File: src/rtl/jt900h_intctrl_pkg.sv
// Shared definitions for the jt900h interrupt controller.
// Register word indices, datapath widths and FSM state encoding.
package jt900h_intctrl_pkg;

  localparam int unsigned DATA_W = 16;
  localparam int unsigned ADDR_W = 3;
  localparam int unsigned LVL_W  = 3;
  localparam int unsigned IDX_W  = 3;

  localparam logic [ADDR_W-1:0] REG_PEND   = 3'd0;
  localparam logic [ADDR_W-1:0] REG_ENABLE = 3'd1;
  localparam logic [ADDR_W-1:0] REG_LVL0   = 3'd2;
  localparam logic [ADDR_W-1:0] REG_LVL1   = 3'd3;
  localparam logic [ADDR_W-1:0] REG_STATUS = 3'd4;

  typedef enum logic [1:0] {
    IDLE = 2'd0,
    REQ  = 2'd1,
    GAP  = 2'd2
  } state_e;

endpackage

File: src/rtl/jt900h_intctrl_prio.sv
// Combinational priority encoder for the interrupt controller.
// Ports:
//   pend_i  - pending bit per source
//   en_i    - enable bit per source
//   lvl_i   - 3-bit level per source, source i at [3*i +: 3]
//   valid_o - at least one source is eligible
//   idx_o   - winning source index
//   lvl_o   - winning source level
// Highest level wins; ties resolve to the lowest index. Level 0 is masked.
module jt900h_intctrl_prio
  import jt900h_intctrl_pkg::*;
#(
  parameter int unsigned NSRC = 8
) (
  input  logic [NSRC-1:0]       pend_i,
  input  logic [NSRC-1:0]       en_i,
  input  logic [3*NSRC-1:0]     lvl_i,
  output logic                  valid_o,
  output logic [IDX_W-1:0]      idx_o,
  output logic [LVL_W-1:0]      lvl_o
);

  logic [IDX_W-1:0] best_idx;
  logic [LVL_W-1:0] best_lvl;

  // Strict compare keeps the first (lowest) index among equal levels
  always_comb begin
    best_idx = '0;
    best_lvl = '0;
    for (int unsigned i = 0; i < NSRC; i++) begin
      if (pend_i[i] && en_i[i] && (lvl_i[3*i +: 3] > best_lvl)) begin
        best_idx = IDX_W'(i);
        best_lvl = lvl_i[3*i +: 3];
      end
    end
  end

  assign valid_o = (best_lvl != '0);
  assign idx_o   = best_idx;
  assign lvl_o   = best_lvl;

endmodule

File: src/rtl/jt900h_intctrl.sv
// Memory-mapped interrupt controller for the jt900h CPU.
// Ports:
//   clk, rst, cen      - clock, synchronous active-high reset, clock enable
//   src                - rising-edge interrupt sources
//   cs, addr, din, we  - register write port (16-bit, byte enables {hi,lo})
//   dout               - register read data, combinational from addr
//   irq, int_lvl,      - request, level and vector of the presented source
//   int_addr
//   irq_ack            - one-cycle CPU acknowledge
module jt900h_intctrl
  import jt900h_intctrl_pkg::*;
#(
  parameter int unsigned NSRC     = 8,
  parameter logic [7:0]  VEC_BASE = 8'h20
) (
  input  logic                clk,
  input  logic                rst,
  input  logic                cen,
  input  logic [NSRC-1:0]     src,
  input  logic                cs,
  input  logic [ADDR_W-1:0]   addr,
  input  logic [DATA_W-1:0]   din,
  input  logic [1:0]          we,
  output logic [DATA_W-1:0]   dout,
  output logic                irq,
  output logic [LVL_W-1:0]    int_lvl,
  output logic [7:0]          int_addr,
  input  logic                irq_ack
);

  state_e              state_q, state_d;
  logic [NSRC-1:0]     src_q, pend_q, pend_d, en_q, en_d;
  logic [3*NSRC-1:0]   lvl_q, lvl_d;
  logic [IDX_W-1:0]    cur_idx_q, cur_idx_d;
  logic [LVL_W-1:0]    cur_lvl_q, cur_lvl_d;
  logic                irq_q, irq_d;

  logic                wr;
  logic [NSRC-1:0]     set_v, wclr_v, aclr_v, elig_v;
  logic                cur_elig;
  logic                p_valid;
  logic [IDX_W-1:0]    p_idx;
  logic [LVL_W-1:0]    p_lvl;
  logic [31:0]         lvl_rd;
  logic                unused_din;

  assign wr         = cs & cen;
  assign unused_din = ^din;

  jt900h_intctrl_prio #(.NSRC(NSRC)) u_prio (
    .pend_i  (pend_q),
    .en_i    (en_q),
    .lvl_i   (lvl_q),
    .valid_o (p_valid),
    .idx_o   (p_idx),
    .lvl_o   (p_lvl)
  );

  // Per-source level write decode, eligibility and read-back packing
  for (genvar g = 0; g < 8; g++) begin : g_src
    if (g < NSRC) begin : g_used
      localparam logic [ADDR_W-1:0] WADDR = ADDR_W'(REG_LVL0 + g / 4);
      localparam int unsigned       FOFS  = 4 * (g % 4);
      localparam int unsigned       BSEL  = (g % 4) / 2;
      assign lvl_d[3*g +: 3] = (wr && addr == WADDR && we[BSEL]) ? din[FOFS +: 3]
                                                                   : lvl_q[3*g +: 3];
      assign elig_v[g]       = pend_q[g] & en_q[g] & (|lvl_q[3*g +: 3]);
      assign lvl_rd[4*g +: 4] = {1'b0, lvl_q[3*g +: 3]};
    end else begin : g_unused
      assign lvl_rd[4*g +: 4] = 4'd0;
    end
  end

  assign cur_elig = |(elig_v & (NSRC'(1) << cur_idx_q));

  // Pending / enable next state; a new edge beats any clear in the same cycle
  always_comb begin
    set_v  = src & ~src_q;
    wclr_v = '0;
    if (wr && addr == REG_PEND && we[0]) wclr_v = din[NSRC-1:0];
    pend_d = (pend_q & ~(wclr_v | aclr_v)) | set_v;
    en_d   = en_q;
    if (wr && addr == REG_ENABLE && we[0]) en_d = din[NSRC-1:0];
  end

  // Request FSM: present one source, hold until ack or loss of eligibility
  always_comb begin
    state_d   = state_q;
    irq_d     = irq_q;
    cur_idx_d = cur_idx_q;
    cur_lvl_d = cur_lvl_q;
    aclr_v    = '0;
    case (state_q)
      IDLE: begin
        if (p_valid) begin
          state_d   = REQ;
          irq_d     = 1'b1;
          cur_idx_d = p_idx;
          cur_lvl_d = p_lvl;
        end
      end
      REQ: begin
        if (irq_ack) begin
          aclr_v  = NSRC'(1) << cur_idx_q;
          irq_d   = 1'b0;
          state_d = GAP;
        end else if (!cur_elig) begin
          irq_d   = 1'b0;
          state_d = IDLE;
        end
      end
      GAP: state_d = IDLE;
      default: begin
        state_d = IDLE;
        irq_d   = 1'b0;
      end
    endcase
  end

  always_ff @(posedge clk) begin
    if (rst) begin
      state_q   <= IDLE;
      src_q     <= '0;
      pend_q    <= '0;
      en_q      <= '0;
      lvl_q     <= '0;
      cur_idx_q <= '0;
      cur_lvl_q <= '0;
      irq_q     <= 1'b0;
    end else if (cen) begin
      state_q   <= state_d;
      src_q     <= src;
      pend_q    <= pend_d;
      en_q      <= en_d;
      lvl_q     <= lvl_d;
      cur_idx_q <= cur_idx_d;
      cur_lvl_q <= cur_lvl_d;
      irq_q     <= irq_d;
    end
  end

  // Register read mux
  always_comb begin
    dout = '0;
    case (addr)
      REG_PEND:   dout = DATA_W'(pend_q);
      REG_ENABLE: dout = DATA_W'(en_q);
      REG_LVL0:   dout = lvl_rd[15:0];
      REG_LVL1:   dout = lvl_rd[31:16];
      REG_STATUS: dout = {8'd0, (state_q == REQ), 1'b0, cur_idx_q, cur_lvl_q};
      default:    dout = '0;
    endcase
  end

  assign irq      = irq_q;
  assign int_lvl  = cur_lvl_q;
  assign int_addr = {VEC_BASE[7:5], cur_idx_q, 2'b00};

endmodule

File: config.mk
export PLATFORM = sky130hd
export DESIGN_NAME = jt900h_intctrl
export DESIGN_NICKNAME = d
export VERILOG_FILES = /design/src/rtl/jt900h_intctrl_pkg.sv /design/src/rtl/jt900h_intctrl_prio.sv /design/src/rtl/jt900h_intctrl.sv
export SDC_FILE = /design/constraint.sdc
export NUM_CORES = 1
export LEC_CHECK = 0
export BUFFER_PORTS_ARGS = -buffer_cell sky130_fd_sc_hd__clkbuf_2
export CORE_UTILIZATION = 30
export CTS_CLUSTER_SIZE = 25
export DETAILED_ROUTE_END_ITERATION = 6
export PLACE_DENSITY = 0.51
export SLEW_MARGIN = 20
export SYNTH_ARGS = -nofsm -noshare
export SYNTH_HDL_FRONTEND = slang
export SYNTH_HIERARCHICAL = 1
export SYNTH_SLANG_ARGS = --single-unit
File: constraint.sdc
create_clock -name clk -period 9.7 [get_ports clk]
set_input_delay 0.485 -clock clk [delete_from_list [all_inputs] [get_ports clk]]
set_output_delay 0.485 -clock clk [all_outputs]
set_load 0.01 [all_outputs]
After elaboration in Yosys (flattened, before gate mapping)
Index checks and enable logic that the tools add are counted.
W data, S select, Z words.

storage, ports and cells
  register bits after elaboration = 57
  bits in latches = 0
  memory bits (writable) = 0
  bits in read-only memories = 0
  bits of input ports = 34
  output and inout bits = 28
  memories kept = 0

cells by class
  add/subtract/negate cells = 0
  multipliers = 0
  divide/modulo/power cells = 0
  $lt $le $gt $ge = 8
  equal/unequal tests = 8
  shift operators = 1
  mux-type cells = 27
  bitwise logic cells = 25
  reductions and logical operators = 46

operator list
  kind                   count
  $pmux W15 S5           1
  $mux W3                12
  $logic_and A1 B1 Y1    26
  $and A8 B8 Y8          3
  $mux W8                3
  $reduce_or A3 Y1       8
  $gt A3 B3 Y1           7
  $and A1 B1 Y1          17
  $not A8 Y8             2
  $or A8 B8 Y8           2
  $mux W2                5
  $reduce_and A2 Y1      5
  $reduce_or A8 Y1       1
  $shl A1 B3 Y8 const A  1
  $eq A3 B2 Y1 const B   2
  $reduce_and A3 Y1      2
  $mux W1                4
  $pmux W2 S2            1
  $reduce_and A4 Y1      1
  $eq A3 B1 Y1 const B   1
  $eq A3 B3 Y1 const B   1
  $gt A3 B1 Y1 const B   1
  $logic_not A3 Y1       1
  $ne A3 B3 Y1 const B   1
  7 further kinds        7

Longest topological paths before layout
  word-level depth = 27
  gate-level depth with buffers = 56

By module
Netlist, hierarchy kept.

modules (own cells, without submodules)
  module               instances  cells each  area an instance (µm²)  sequential area each (µm²)
  jt900h_intctrl       1          315         2844.0                  1141.1
  jt900h_intctrl_prio  1          154         1177.4                  0.0

Worst setup path after synthesis
Ideal clock, no wire load.

  path type = flip-flop to flip-flop
  start = register pend_q[0]
  end = register cur_idx_q[0]
  setup time = 0.128 ns
  arrival time = 9.769 ns
  data required time = 9.572 ns
  path slack = -0.196 ns
  stages on the path, launching flop included = 50
  path buffers = 1
  clock period less this slack = 9.896 ns
  path through = dfxtp_1 -> nand3_1 -> ha_1 -> nor2_2 -> a31o_2 -> o31ai_1 -> ha_1 -> nor2_1 -> a31oi_1 -> or4_4 -> a21o_1 -> nand2_1 -> ha_1 -> or2_2 -> a222oi_1 -> o22a_1 -> o211a_1 -> a31oi_4 -> (+14 left out) -> nand2_1 -> ha_1 -> a21oi_1 -> maj3_2 -> nand3_2 -> mux2_2 -> ha_1 -> a21o_1 -> a21oi_1 -> a311oi_1 -> inv_1 -> mux2_2 -> or2_1 -> a211o_1 -> nor4b_1 -> buf_2 -> mux2i_1 -> nor2_1

between the ends
  longest elaborated chain between the ends = 26
  elaborated cells between the ends (all ways) = 33

RTL lines
  element                               line                       RTL
  start, declared                       jt900h_intctrl.sv:32       logic [NSRC-1:0] src_q, pend_q, pend_d, en_q, en_d;
  start signal, assigned                jt900h_intctrl.sv:133      pend_q <= pend_d;
  $logic_and A1 B1 Y1 * (2 in a row)    jt900h_intctrl_prio.sv:31  if (pend_i[i] && en_i[i] && (lvl_i[3*i +: 3] > best_lvl)) begin
  $mux W3 *                             jt900h_intctrl_prio.sv:31
  $gt A3 B3 Y1                          jt900h_intctrl_prio.sv:31
  $logic_and A1 B1 Y1                   jt900h_intctrl_prio.sv:31
  $mux W3 *                             jt900h_intctrl_prio.sv:31
  $gt A3 B3 Y1                          jt900h_intctrl_prio.sv:31
  $logic_and A1 B1 Y1                   jt900h_intctrl_prio.sv:31
  $mux W3 *                             jt900h_intctrl_prio.sv:31
  (+11 left out)                        n/a
  $mux W3 *                             jt900h_intctrl_prio.sv:31
  $gt A3 B3 Y1                          jt900h_intctrl_prio.sv:31
  $logic_and A1 B1 Y1                   jt900h_intctrl_prio.sv:31
  $mux W3 *                             jt900h_intctrl_prio.sv:31
  named net p_lvl[2]                    jt900h_intctrl.sv:43       logic [LVL_W-1:0] p_lvl;
  $reduce_bool A3 Y1 *                  jt900h_intctrl_prio.sv:38  assign valid_o = (best_lvl != '0);
  named net p_valid                     jt900h_intctrl.sv:41       logic p_valid;
  $reduce_and A3 Y1 (no source line) *  n/a
  end signal, assigned                  jt900h_intctrl.sv:136      cur_idx_q <= cur_idx_d;
  end, declared                         jt900h_intctrl.sv:34       logic [IDX_W-1:0] cur_idx_q, cur_idx_d;

Mark *: on every way through the listed nets, which the timed path passes. The rest lies on a longest branch.
A chain may end at the register's enable or synchronous reset.

Final worst setup path
  start = register pend_q[0]
  end = register cur_idx_q[1]

Same word-level chain as after synthesis.

==> impl_metrics.xml <==
<?xml version="1.0" encoding="UTF-8"?>
<metrics>
  <group name="detailed_routing">
    <metric name="average_vias_per_placed_instance" unit="">5.29</metric>
    <metric name="routed-via-count" unit="">3955</metric>
    <metric name="drcViolationCount" unit="">0</metric>
    <metric name="drt_pass1_iterations" unit="">5</metric>
    <metric name="drtIter0Drc" unit="">212</metric>
    <metric name="detail-route-antenna-nets" unit="">0</metric>
    <metric name="routed_wirelength" unit="um">12700</metric>
    <metric name="avgRoutedWirePerCell" unit="um">17.0</metric>
  </group>
  <group name="synthesis">
    <metric name="yosysWarningCount" unit="">6</metric>
    <metric name="synth-edff-count" unit="">0</metric>
    <metric name="synth_area" unit="sq um">4020</metric>
    <metric name="synth_cell_types" unit="">82</metric>
    <metric name="synth-async-reset-ratio" unit="%">0</metric>
    <metric name="synth.avg_cell_area" unit="sq um">8.57</metric>
    <metric name="synth_cells" unit="">469</metric>
    <metric name="synth.yosys.seq_area_share" unit="%">28.4</metric>
    <metric name="synth_flop_cell" unit="">sky130_fd_sc_hd__dfxtp_1</metric>
    <metric name="yosys_register_bits" unit="">57</metric>
  </group>
  <group name="die">
    <metric name="die_area" unit="sq um">13900</metric>
    <metric name="die_height" unit="um">118</metric>
    <metric name="floorplan.io_pins" unit="">62</metric>
    <metric name="die_w" unit="um">118</metric>
    <metric name="coreArea" unit="sq um">12800</metric>
    <metric name="initial_utilization" unit="%">31.4</metric>
    <metric name="fp-row-count" unit="">41</metric>
  </group>
  <group name="clock_network">
    <metric name="clock_tree.buffer_depth" unit="">2</metric>
    <metric name="worstSkewPairLatency" unit="ps">330</metric>
    <metric name="cts.sink_count" unit="">57</metric>
    <metric name="tritoncts_clock_tree" unit="">done</metric>
    <metric name="cts-buffers-inserted" unit="">9</metric>
    <metric name="cts-htree-levels" unit="">3</metric>
    <metric name="clock_pin_slew_on_the_worst_setup_and_hold_paths" unit="ps">50</metric>
    <metric name="root_buffer" unit="">sky130_fd_sc_hd__clkbuf_16</metric>
    <metric name="cts.hold.buffers_added" unit="">0</metric>
  </group>
  <group name="finish">
    <metric name="area_growth" unit="%">33.7</metric>
    <metric name="insertedDiodeCount" unit="">0</metric>
    <metric name="most_frequent_cells_in_the_layout" unit="">79 x sky130_fd_sc_hd__nor2_1, 62 x sky130_fd_sc_hd__mux2i_1, 56 x sky130_fd_sc_hd__buf_4</metric>
    <metric name="final_layout_size_suffix_gt1_share" unit="%">33.7</metric>
    <metric name="layout.cells.most_common" unit="">sky130_fd_sc_hd__nor2_1</metric>
    <metric name="final_core_util" unit="%">41.9</metric>
    <metric name="finish.net_count" unit="">618</metric>
  </group>
  <group name="job">
    <metric name="maxCapViolations" unit="">0</metric>
  </group>
  <group name="critical_path">
    <metric name="critPathLaunchType" unit="">flop</metric>
    <metric name="arrival_time_at_the_worst_endpoint" unit="ps">9920</metric>
    <metric name="timing.critical_path.mode_cell" unit="">sky130_fd_sc_hd__ha_4</metric>
    <metric name="critPathCaptureType" unit="">flop</metric>
    <metric name="setup.worst_path.class" unit="">reg -&gt; reg</metric>
    <metric name="destination_of_the_worst_register_to_register_timing_path" unit="">cur_idx_q[1]</metric>
    <metric name="worst_ep_required_time" unit="ps">9900</metric>
    <metric name="r2r_slack" unit="ps">-20</metric>
    <metric name="r2r_cells" unit="">50</metric>
    <metric name="max_stage_delay" unit="ps">520</metric>
    <metric name="path_max_fanout" unit="">9</metric>
    <metric name="slowest_cell_on_crit_path" unit="">sky130_fd_sc_hd__or4_4</metric>
    <metric name="reg2reg_from" unit="">pend_q[0]</metric>
  </group>
  <group name="worst_hold_path">
    <metric name="hold_depth" unit="">3</metric>
    <metric name="worst_hold_path.endpoint" unit="">lvl_q[11]</metric>
    <metric name="hold_path.startpoint" unit="">din[14]</metric>
    <metric name="worst_hold_class" unit="">in -&gt; reg</metric>
  </group>
  <group name="sta">
    <metric name="worst_margin_slew" unit="ps">722</metric>
    <metric name="finalWorstSetupSlack" unit="ps">-19.6</metric>
    <metric name="final-hold-violation-count" unit="">0</metric>
    <metric name="max_clock_freq" unit="GHz">0.103</metric>
    <metric name="report.final.slew_viol_count" unit="">0</metric>
    <metric name="maxSlewHeadroom" unit="%">51.8</metric>
    <metric name="clock-skew-final" unit="ps">9.89</metric>
    <metric name="timing.final.crit_period" unit="ps">9720</metric>
    <metric name="report.final.setup_viol" unit="">4</metric>
    <metric name="unrepaired_setup_endpoints_after_global_routing" unit="">true</metric>
    <metric name="min_period_over_period" unit="%">100</metric>
  </group>
  <group name="power_and_ir_drop">
    <metric name="vdd_ir_drop_max" unit="mV">0.0831</metric>
    <metric name="report.power.total" unit="mW">0.614</metric>
    <metric name="power.density" unit="nW/um^2">114</metric>
    <metric name="static-leakage-power" unit="nW">2.27</metric>
  </group>
  <group name="grt">
    <metric name="global_route.overflow_total" unit="">0</metric>
    <metric name="number_of_antenna_violations_at_the_first_check_in_global_routing" unit="">0</metric>
    <metric name="grt_first_pass_wirelength" unit="um">20300</metric>
    <metric name="groute.usage.overall" unit="%">18.7</metric>
    <metric name="grt_max_degree" unit="">58</metric>
    <metric name="via_count_of_the_first_global_routing_pass" unit="">3887</metric>
  </group>
  <group name="run_status">
    <metric name="violations" unit="">setup timing</metric>
    <metric name="outcome" unit="">finished, violations left</metric>
  </group>
  <group name="placement">
    <metric name="global_placement_routability_congestion" unit="">0.869</metric>
    <metric name="io_buffer_count" unit="">52</metric>
    <metric name="place.detailed.hpwl" unit="um">9490</metric>
  </group>
</metrics>
==> timing repair <==
item | in CTS | in global routing
gates resized for setup | 20 | 12
endpoints found under the setup margin | 8 | 8
endpoints found under the hold margin | 0 | 0
buffers inserted | 9 | 4
pin swaps | 20 | 19
==> per-layer routing <==
| layer | vias to the layer above | global-route usage, % | part of all wire (%) |
|---|---|---|---|
| li1 | 1903 | - | - |
| met3 | 27 | 3.00 | 4.4 |
| met5 | - | 0 | 0 |
| met2 | 139 | 31.9 | 48 |
| met1 | 1886 | 23.8 | 46 |
| met4 | 0 | 5.85 | 1.9 |
==> registers in the layout, indices dropped and copies added, names as in the netlist <==
register / flops
irq: 1
cur_idx_q: 3
en_q: 8
int_lvl: 3
state_q: 2
src_q: 8
lvl_q: 24
pend_q: 8
==> metrics by stage <==
| step | hold slack (ps) | TNS [ps] | cell area (sq um) | worst slack, ps | std cells |
|---|---|---|---|---|---|
| final | 406 | -29.2 | 5380 | -19.6 | 748 |
| after global routing | 418 | -3330 | 5380 | -453 | 748 |
| after CTS | 404 | -242 | 5290 | -37.1 | 746 |
| after detailed placement | 477 | -5480 | 4810 | -722 | 723 |
| after global placement | 465 | -3300 | 4810 | -456 | 723 |
| after floorplan | 451 | 0 | 4100 | 4.86 | 474 |
==> power by group <==
part / internal [mW] / total [mW] / leakage (nW) / switching (mW)
registers: 0.240 / 0.245 / 0.464 / 0.00596
logic: 0.0193 / 0.0487 / 1.65 / 0.0294
clock network: 0.210 / 0.320 / 0.148 / 0.109
total: 0.469 / 0.614 / 2.27 / 0.145
==> synth_stat cells, types with 3 or more instances <==
cell / instances / area [sq um]
sky130_fd_sc_hd__mux2i_1: 63 / 631
sky130_fd_sc_hd__a21oi_1: 23 / 115
sky130_fd_sc_hd__and3_1: 5 / 31.3
sky130_fd_sc_hd__buf_2: 7 / 35.0
sky130_fd_sc_hd__nor2_2: 3 / 18.8
sky130_fd_sc_hd__a31oi_4: 3 / 63.8
sky130_fd_sc_hd__nand3b_1: 5 / 37.5
sky130_fd_sc_hd__o31ai_1: 3 / 22.5
sky130_fd_sc_hd__nor2_1: 84 / 315
sky130_fd_sc_hd__nand2b_1: 4 / 25.0
sky130_fd_sc_hd__o21ai_1: 3 / 15.0
sky130_fd_sc_hd__buf_4: 8 / 60.1
sky130_fd_sc_hd__nand3_1: 15 / 75.1
sky130_fd_sc_hd__a32oi_1: 7 / 61.3
sky130_fd_sc_hd__a21oi_2: 3 / 26.3
sky130_fd_sc_hd__a31oi_1: 3 / 18.8
sky130_fd_sc_hd__clkbuf_1: 6 / 22.5
sky130_fd_sc_hd__dfxtp_1: 57 / 1140
sky130_fd_sc_hd__o22ai_1: 6 / 37.5
sky130_fd_sc_hd__a21o_1: 6 / 45.0
sky130_fd_sc_hd__and2_1: 5 / 31.3
sky130_fd_sc_hd__nand4_1: 3 / 18.8
sky130_fd_sc_hd__ha_1: 12 / 150
sky130_fd_sc_hd__inv_1: 21 / 78.8
sky130_fd_sc_hd__a22oi_1: 6 / 45.0
sky130_fd_sc_hd__o21ai_0: 4 / 20.0
sky130_fd_sc_hd__o22a_1: 3 / 26.3
sky130_fd_sc_hd__nor3_1: 8 / 40.0
sky130_fd_sc_hd__nand3_2: 3 / 30.0
sky130_fd_sc_hd__or3_1: 3 / 18.8
sky130_fd_sc_hd__nand2_1: 23 / 86.3
==> final cells by class <==
cell class,instances,area [sq um]
inverter,21,78.8
clock buffer,12,256
sequential,57,1150
multi-input combinational,373,2930
tap,172,215
clock inverter,3,40.0
timing repair buffer,110,712
fill,1320,7450
==> logic make-up (layout without fill, tap and decap cells) <==
logic type	after synthesis	count (layout)	share of synthesized area [%]
fa+ha+maj	13	13	4.01
mux	67	67	17.4
simple gates	186	186	24.6
buf+inv	44	146	5.07
flops	57	57	28.4
compound gates	100	100	20.4
other cells	2	7	0.187
==> worst max-delay path, delay by kind of cell (launching register included) <==
kind,cells,cell delay [ps]
buffers and inverters,2,230
AOI/OAI and AO/OA,20,3550
and+or+nand+nor,16,2340
DFF,1,370
muxes,4,1010
adders and majority gates,8,2070
==> worst max path at each step <==
stage	from	to	slack, ps
2_1_floorplan	lvl_q[2]	cur_idx_q[0]	5
3_3_place_gp	pend_q[0]	cur_idx_q[1]	-460
3_5_place_dp	pend_q[0]	int_lvl[1]	-720
4_1_cts	pend_q[0]	state_q[0]	-40
5_1_grt	pend_q[0]	cur_idx_q[1]	-450
6_report	pend_q[0]	cur_idx_q[1]	-20
No activity file was read; power rests on OpenSTA's default activity.
